--- src/rtl/wb_initiator.sv ---
// wb_initiator: single-outstanding Wishbone classic-cycle master.
// Turns a valid/ready command stream into one bus cycle at a time and
// returns the result on a valid/ready response stream.
// Optional bus-hang protection is built when WB_INITIATOR_TIMEOUT_EN is
// defined. Without it, BUS waits indefinitely and rsp_tmo_o is tied to 0.
module wb_initiator #(
    parameter int unsigned AW          = 4,
    parameter int unsigned TIMEOUT_CYC = 255
) (
    input  logic          wb_clk_i,
    input  logic          wb_rst_ni,
    // command stream
    input  logic          cmd_valid_i,
    output logic          cmd_ready_o,
    input  logic          cmd_we_i,
    input  logic [AW-1:0] cmd_adr_i,
    input  logic [31:0]   cmd_dat_i,
    input  logic [3:0]    cmd_sel_i,
    // response stream
    output logic          rsp_valid_o,
    input  logic          rsp_ready_i,
    output logic [31:0]   rsp_dat_o,
    output logic          rsp_err_o,
    output logic          rsp_tmo_o,
    // Wishbone initiator side
    output logic          wb_cyc_o,
    output logic          wb_stb_o,
    output logic          wb_we_o,
    output logic [AW-1:0] wb_adr_o,
    output logic [31:0]   wb_dat_o,
    output logic [3:0]    wb_sel_o,
    input  logic [31:0]   wb_dat_i,
    input  logic          wb_ack_i,
    input  logic          wb_err_i
);

    typedef enum logic [1:0] {
        S_IDLE = 2'd0,
        S_BUS  = 2'd1,
        S_RESP = 2'd2
    } state_e;

    // Counter value on the last BUS cycle before the timeout fires: the
    // counter starts at 0 on the first BUS cycle.
    localparam logic [15:0] TMO_LIM = 16'(TIMEOUT_CYC - 1);

    state_e        state_q;
    logic          wb_cyc_q;
    logic          wb_stb_q;
    logic          wb_we_q;
    logic [AW-1:0] wb_adr_q;
    logic [31:0]   wb_dat_q;
    logic [3:0]    wb_sel_q;
    logic          rsp_valid_q;
    logic [31:0]   rsp_dat_q;
    logic          rsp_err_q;
    logic          rsp_tmo_q;
    logic          tmo_hit;
    logic          term;

`ifdef WB_INITIATOR_TIMEOUT_EN
    logic [15:0]   cnt_q;

    // Timeout only when the slave stays silent; ack/err on the same edge win.
    always_comb begin
        tmo_hit = (cnt_q == TMO_LIM) && !wb_ack_i && !wb_err_i;
    end
`else
    logic          unused_tmo_lim;

    // No hang protection: the limit is deliberately unused.
    always_comb begin
        tmo_hit        = 1'b0;
        unused_tmo_lim = ^TMO_LIM;
    end
`endif

    // Any termination source ends the bus cycle.
    always_comb begin
        term = wb_ack_i || wb_err_i || tmo_hit;
    end

    assign cmd_ready_o = (state_q == S_IDLE);
    assign wb_cyc_o    = wb_cyc_q;
    assign wb_stb_o    = wb_stb_q;
    assign wb_we_o     = wb_we_q;
    assign wb_adr_o    = wb_adr_q;
    assign wb_dat_o    = wb_dat_q;
    assign wb_sel_o    = wb_sel_q;
    assign rsp_valid_o = rsp_valid_q;
    assign rsp_dat_o   = rsp_dat_q;
    assign rsp_err_o   = rsp_err_q;
    assign rsp_tmo_o   = rsp_tmo_q;

    // Transaction FSM with all bus and response outputs registered.
    always_ff @(posedge wb_clk_i or negedge wb_rst_ni) begin
        if (!wb_rst_ni) begin
            state_q     <= S_IDLE;
            wb_cyc_q    <= 1'b0;
            wb_stb_q    <= 1'b0;
            wb_we_q     <= 1'b0;
            wb_adr_q    <= '0;
            wb_dat_q    <= '0;
            wb_sel_q    <= '0;
            rsp_valid_q <= 1'b0;
            rsp_dat_q   <= '0;
            rsp_err_q   <= 1'b0;
            rsp_tmo_q   <= 1'b0;
`ifdef WB_INITIATOR_TIMEOUT_EN
            cnt_q       <= '0;
`endif
        end else begin
            case (state_q)
                S_IDLE: begin
                    if (cmd_valid_i) begin
                        state_q  <= S_BUS;
                        wb_cyc_q <= 1'b1;
                        wb_stb_q <= 1'b1;
                        wb_we_q  <= cmd_we_i;
                        wb_adr_q <= cmd_adr_i;
                        // Data lines stay quiet during reads.
                        wb_dat_q <= cmd_we_i ? cmd_dat_i : 32'h0;
                        wb_sel_q <= cmd_sel_i;
`ifdef WB_INITIATOR_TIMEOUT_EN
                        cnt_q    <= '0;
`endif
                    end
                end
                S_BUS: begin
                    if (term) begin
                        state_q     <= S_RESP;
                        wb_cyc_q    <= 1'b0;
                        wb_stb_q    <= 1'b0;
                        rsp_valid_q <= 1'b1;
                        rsp_err_q   <= wb_err_i || tmo_hit;
                        rsp_tmo_q   <= tmo_hit;
                        // Data only from a clean read ack; err beats ack.
                        rsp_dat_q   <= (wb_ack_i && !wb_err_i && !wb_we_q) ?
                                       wb_dat_i : 32'h0;
                    end else begin
`ifdef WB_INITIATOR_TIMEOUT_EN
                        cnt_q <= cnt_q + 16'd1;
`endif
                    end
                end
                S_RESP: begin
                    if (rsp_ready_i) begin
                        state_q     <= S_IDLE;
                        rsp_valid_q <= 1'b0;
                    end
                end
                default: begin
                    state_q <= S_IDLE;
                end
            endcase
        end
    end

endmodule

--- config.mk ---
export PLATFORM = sky130hd
export DESIGN_NAME = wb_initiator
export DESIGN_NICKNAME = d
export VERILOG_FILES = /design/src/rtl/wb_initiator.sv
export SDC_FILE = /design/constraint.sdc
export NUM_CORES = 1
export LEC_CHECK = 0
export CAP_MARGIN = 5
export CORE_MARGIN = 2
export CORE_UTILIZATION = 39
export DETAILED_ROUTE_END_ITERATION = 7
export PLACE_DENSITY = 0.9
export SLEW_MARGIN = 5
export SYNTH_ARGS = -nofsm -noshare
export SYNTH_HDL_FRONTEND = slang
export SYNTH_SLANG_ARGS = --single-unit
export TNS_END_PERCENT = 5
--- constraint.sdc ---
create_clock -name wb_clk_i -period 1.9 [get_ports wb_clk_i]
set_input_delay 0.38 -clock wb_clk_i [delete_from_list [all_inputs] [get_ports wb_clk_i]]
set_output_delay 0.38 -clock wb_clk_i [all_outputs]
set_load 0.01 [all_outputs]
==> results.md <==
* Max cap viols at 0
* Detailed-route wire length at between 7000 and 8000 um
* Worst hold path class: reg -> reg
* Initial core utilization at about 41%
* Core ar. at about 7300 sq um
* Critical path class: reg -> out
* Fin. Hold Viols at 0
* Synth Net Count at about 330
* Met1 GRT Util at approximately a quarter
* Top Usage Layer GRT: met2
* Sum Neg Setup Slack at 0 ps
* ANT nets after route at 0
* Nets at ~490
* DIE HEIGHT at slightly above 90 um
* Vias/cell at between 4 and 5
* Most frequent cells in the layout: clkdlybuf4s50_1 (154), dfrtp_1 (78), nand2_1 (65)
* Yosys reg bits at 78
* # H-tree levels at 3
* Leakage at around 0.0022 uW
* Commonest non-fill, non-tap cell in the layout: clkdlybuf4s50_1
* Die area at 8320 sq um
* Net Sw Frac at 31.3%
* First-iteration detailed-routing DRC count at 78
* Antenna Cells at 0
* Setup WS pre-CTS at -119 ps
* Fin crit share at between 90% and 100%
* Register area share after synthesis at between 60 and 70%
* Layout overhead on the synthesized area at 65.6%
* Post-Place Cells at 499
* Max clock buf depth at 2
* Gpl congestion at between 0.7 and 0.8
* Drt first pass iters at 4
* Met2 usage at 31.2%
* Root Buffer Master: clkbuf_8
* Max incr delay on CP at 590 ps
* Clk slew on worst S/H paths at 90 ps
* Largest cells by area after synthesis: dfrtp_1 (66%), a22o_1 (10%), nand2_1 (8.2%)
* Global-route wire length before repair at around 13000 um
* Top-area cell type share of the netlist area at 65.8%
* Initial antenna violation count at 0
* Layout cell share with drive strength beyond 1 at under 10%
* Final Setup Violations at 0
* Total Routing Usage GR at 19.1%
* Unrepaired setup endpoints after global routing: no
* Most common flop cell mapped by yosys: dfrtp_1
* CP top delay family: buffers and inverters
* Multi-input logic area at between 900 and 1000 sq um
* Routed length per placed instance at ~15 um
* Synth Area in Simple Gates at 9.92%
* Synth Area in Adders at 0%
* TritonCTS clock tree: done
* Largest net degree at the start of global routing at 62
* Post-synthesis compound-gate area fraction at ~16%
* Final Max Tran Viols at 0
* Total CTS buffers at 9
* Fill cell count at 561
* Final worst path period need at ~1700 ps
* Startpoint Class: flip-flop
* Mux cell area share after synthesis at under 10%
* Clock group share of total power at roughly 19%
* Largest family of logic cells by synthesized area: compound AO/OA/AOI/OAI gates
* Status: finished, final reports clean
* Layout Cells excl Fill at 516
* Synth area leader: dfrtp_1
* Grt total ovfl at 0
* Vias at about 2500
* Post-synthesis cell count at 252
* Final Skew at about 12 ps
* Post-synthesis xor/xnor area fraction at 0%
* CP arrival at between 1000 and 1500 ps
* CTS sink cnt at a little under 80
* Die width at 91.2 um
* Fin util at around two thirds
* Worst Setup Slack, final at 157 ps
* Highest clock rate at around 570 MHz
* Synth Cell Area at 2970 sq um
* CP Buf/Inv Count at 1
* Synth Warn # at 0
* Met3 Use GR at ~5.7%
* Hold slack at 478 ps
* I/O Pins at about 160
* Sequential power share at roughly two fifths
* Syn Area/Cell at around 12 sq um
* CP Cell Sequence: clkdlybuf4s50_1
* CP endpoint kind: primary output
* Worst Path Max Fanout at 3
* Int Power at around 5000 uW
* Vias in the first global route at around 2600
* Pwr/cell area at roughly 1500 nW/um^2
* Ys async rst share at 100%
* Number of synthesized flops with an enable pin at 0
* Required time of the critical path at around 1500 ps
* Post-CTS setup buffers at 0
* Post-DP HPWL at 5710 um
* Cell variety after synth at 20
* P_sw at 2270 uW
* Flip-flop and latch area at 1950 sq um
* Clock latency on the worst-skew pair at about 330 ps
* Crit path max-delay cell type: clkdlybuf4s50_1
* Buffers on Ports at between 150 and 200
* Comb pwr share at 42.9%
* Row count at 31
* Worst vdd ir at roughly 680 uV
* DRC at 0
power groups by stage:
| stage | Combinational [uW] | Sequential [uW] | Clock (uW) |
|---|---|---|---|
| 2_1_floorplan | 926 | 3090 | 0 |
| 3_3_place_gp | 3070 | 2780 | 0 |
| 3_5_place_dp | 3150 | 2820 | 0 |
| 4_1_cts | 3160 | 2800 | 1390 |
| 5_1_grt | 3360 | 2890 | 1460 |
| 6_report | 3120 | 2790 | 1350 |
cell type report:
type	instances	share of cell area [%]
clock buffer	9	2.52
sequential	78	39.7
tap	99	2.52
inverter	1	0.0764
timing repair buffer	169	34.5
clock inverter	7	1.99
multi-input combinational	153	18.6
what timing repair did:
item / CTS / global route
hold buffers: 1 / 0
resized for setup: 1 / 0
setup endpoints to repair: 1 / 0
endpoints found under the hold margin: 19 / 0
synth_stat cells, types with 2 or more instances:
cell / n
clkbuf_1: 10
nor2_1: 3
o21ai_0: 34
buf_4: 2
buf_2: 6
dfrtp_1: 78
buf_6: 2
mux2_4: 6
nand2_1: 65
a22o_1: 34
mux2_2: 3
sequential cells by signal (all words and copies together), names as in the netlist:
name / count
rsp_dat_o: 32
wb_dat_o: 32
wb_adr_o: 4
wb_sel_o: 4
state_q: 2
rsp_err_o: 1
rsp_valid_o: 1
wb_stb_o: 1
wb_we_o: 1
kinds of logic (layout without fill, tap and decap cells):
| family | count (synthesis) | after routing |
|---|---|---|
| AO/OA/AOI/OAI | 69 | 69 |
| buffers and inverters | 21 | 186 |
| flip-flops | 78 | 78 |
| multiplexers | 10 | 10 |
| other | 1 | 1 |
| AND/OR/NAND/NOR | 73 | 73 |
final timing paths:
check / start / end / slack, ps / cells after the start
setup / recovery: wb_we_o$_DFFE_PN0P_ / wb_we_o / 160 / 1
hold / removal: wb_dat_o[5]$_DFFE_PN0P_ / wb_dat_o[5]$_DFFE_PN0P_ / 480 / 2
setup reg to reg: state_q[0]$_DFFE_PN0P_ / wb_adr_o[2]$_DFFE_PN0P_ / 250 / 3
hold reg to reg: wb_dat_o[5]$_DFFE_PN0P_ / wb_dat_o[5]$_DFFE_PN0P_ / 480 / 2
max in group asynchronous: wb_rst_ni / rsp_dat_o[0]$_DFFE_PN0P_ / 770 / 3
min in group asynchronous: wb_rst_ni / rsp_dat_o[11]$_DFFE_PN0P_ / 530 / 2
metal layers:
layer | wire length, um | share of wire (%)
met2 | 3690 | 48
met3 | 588 | 7.6
met5 | 0 | 0
met4 | 76 | 0.98
met1 | 3360 | 44
metrics by stage:
step / cell area [sq um] / total power, uW
after global placement: 4680 / 5860
after CTS: 4910 / 7350
after global routing: 4910 / 7710
final: 4910 / 7260
after detailed placement: 4680 / 5970
after floorplan: 2970 / 4020
No activity file was read; power rests on OpenSTA's default activity.
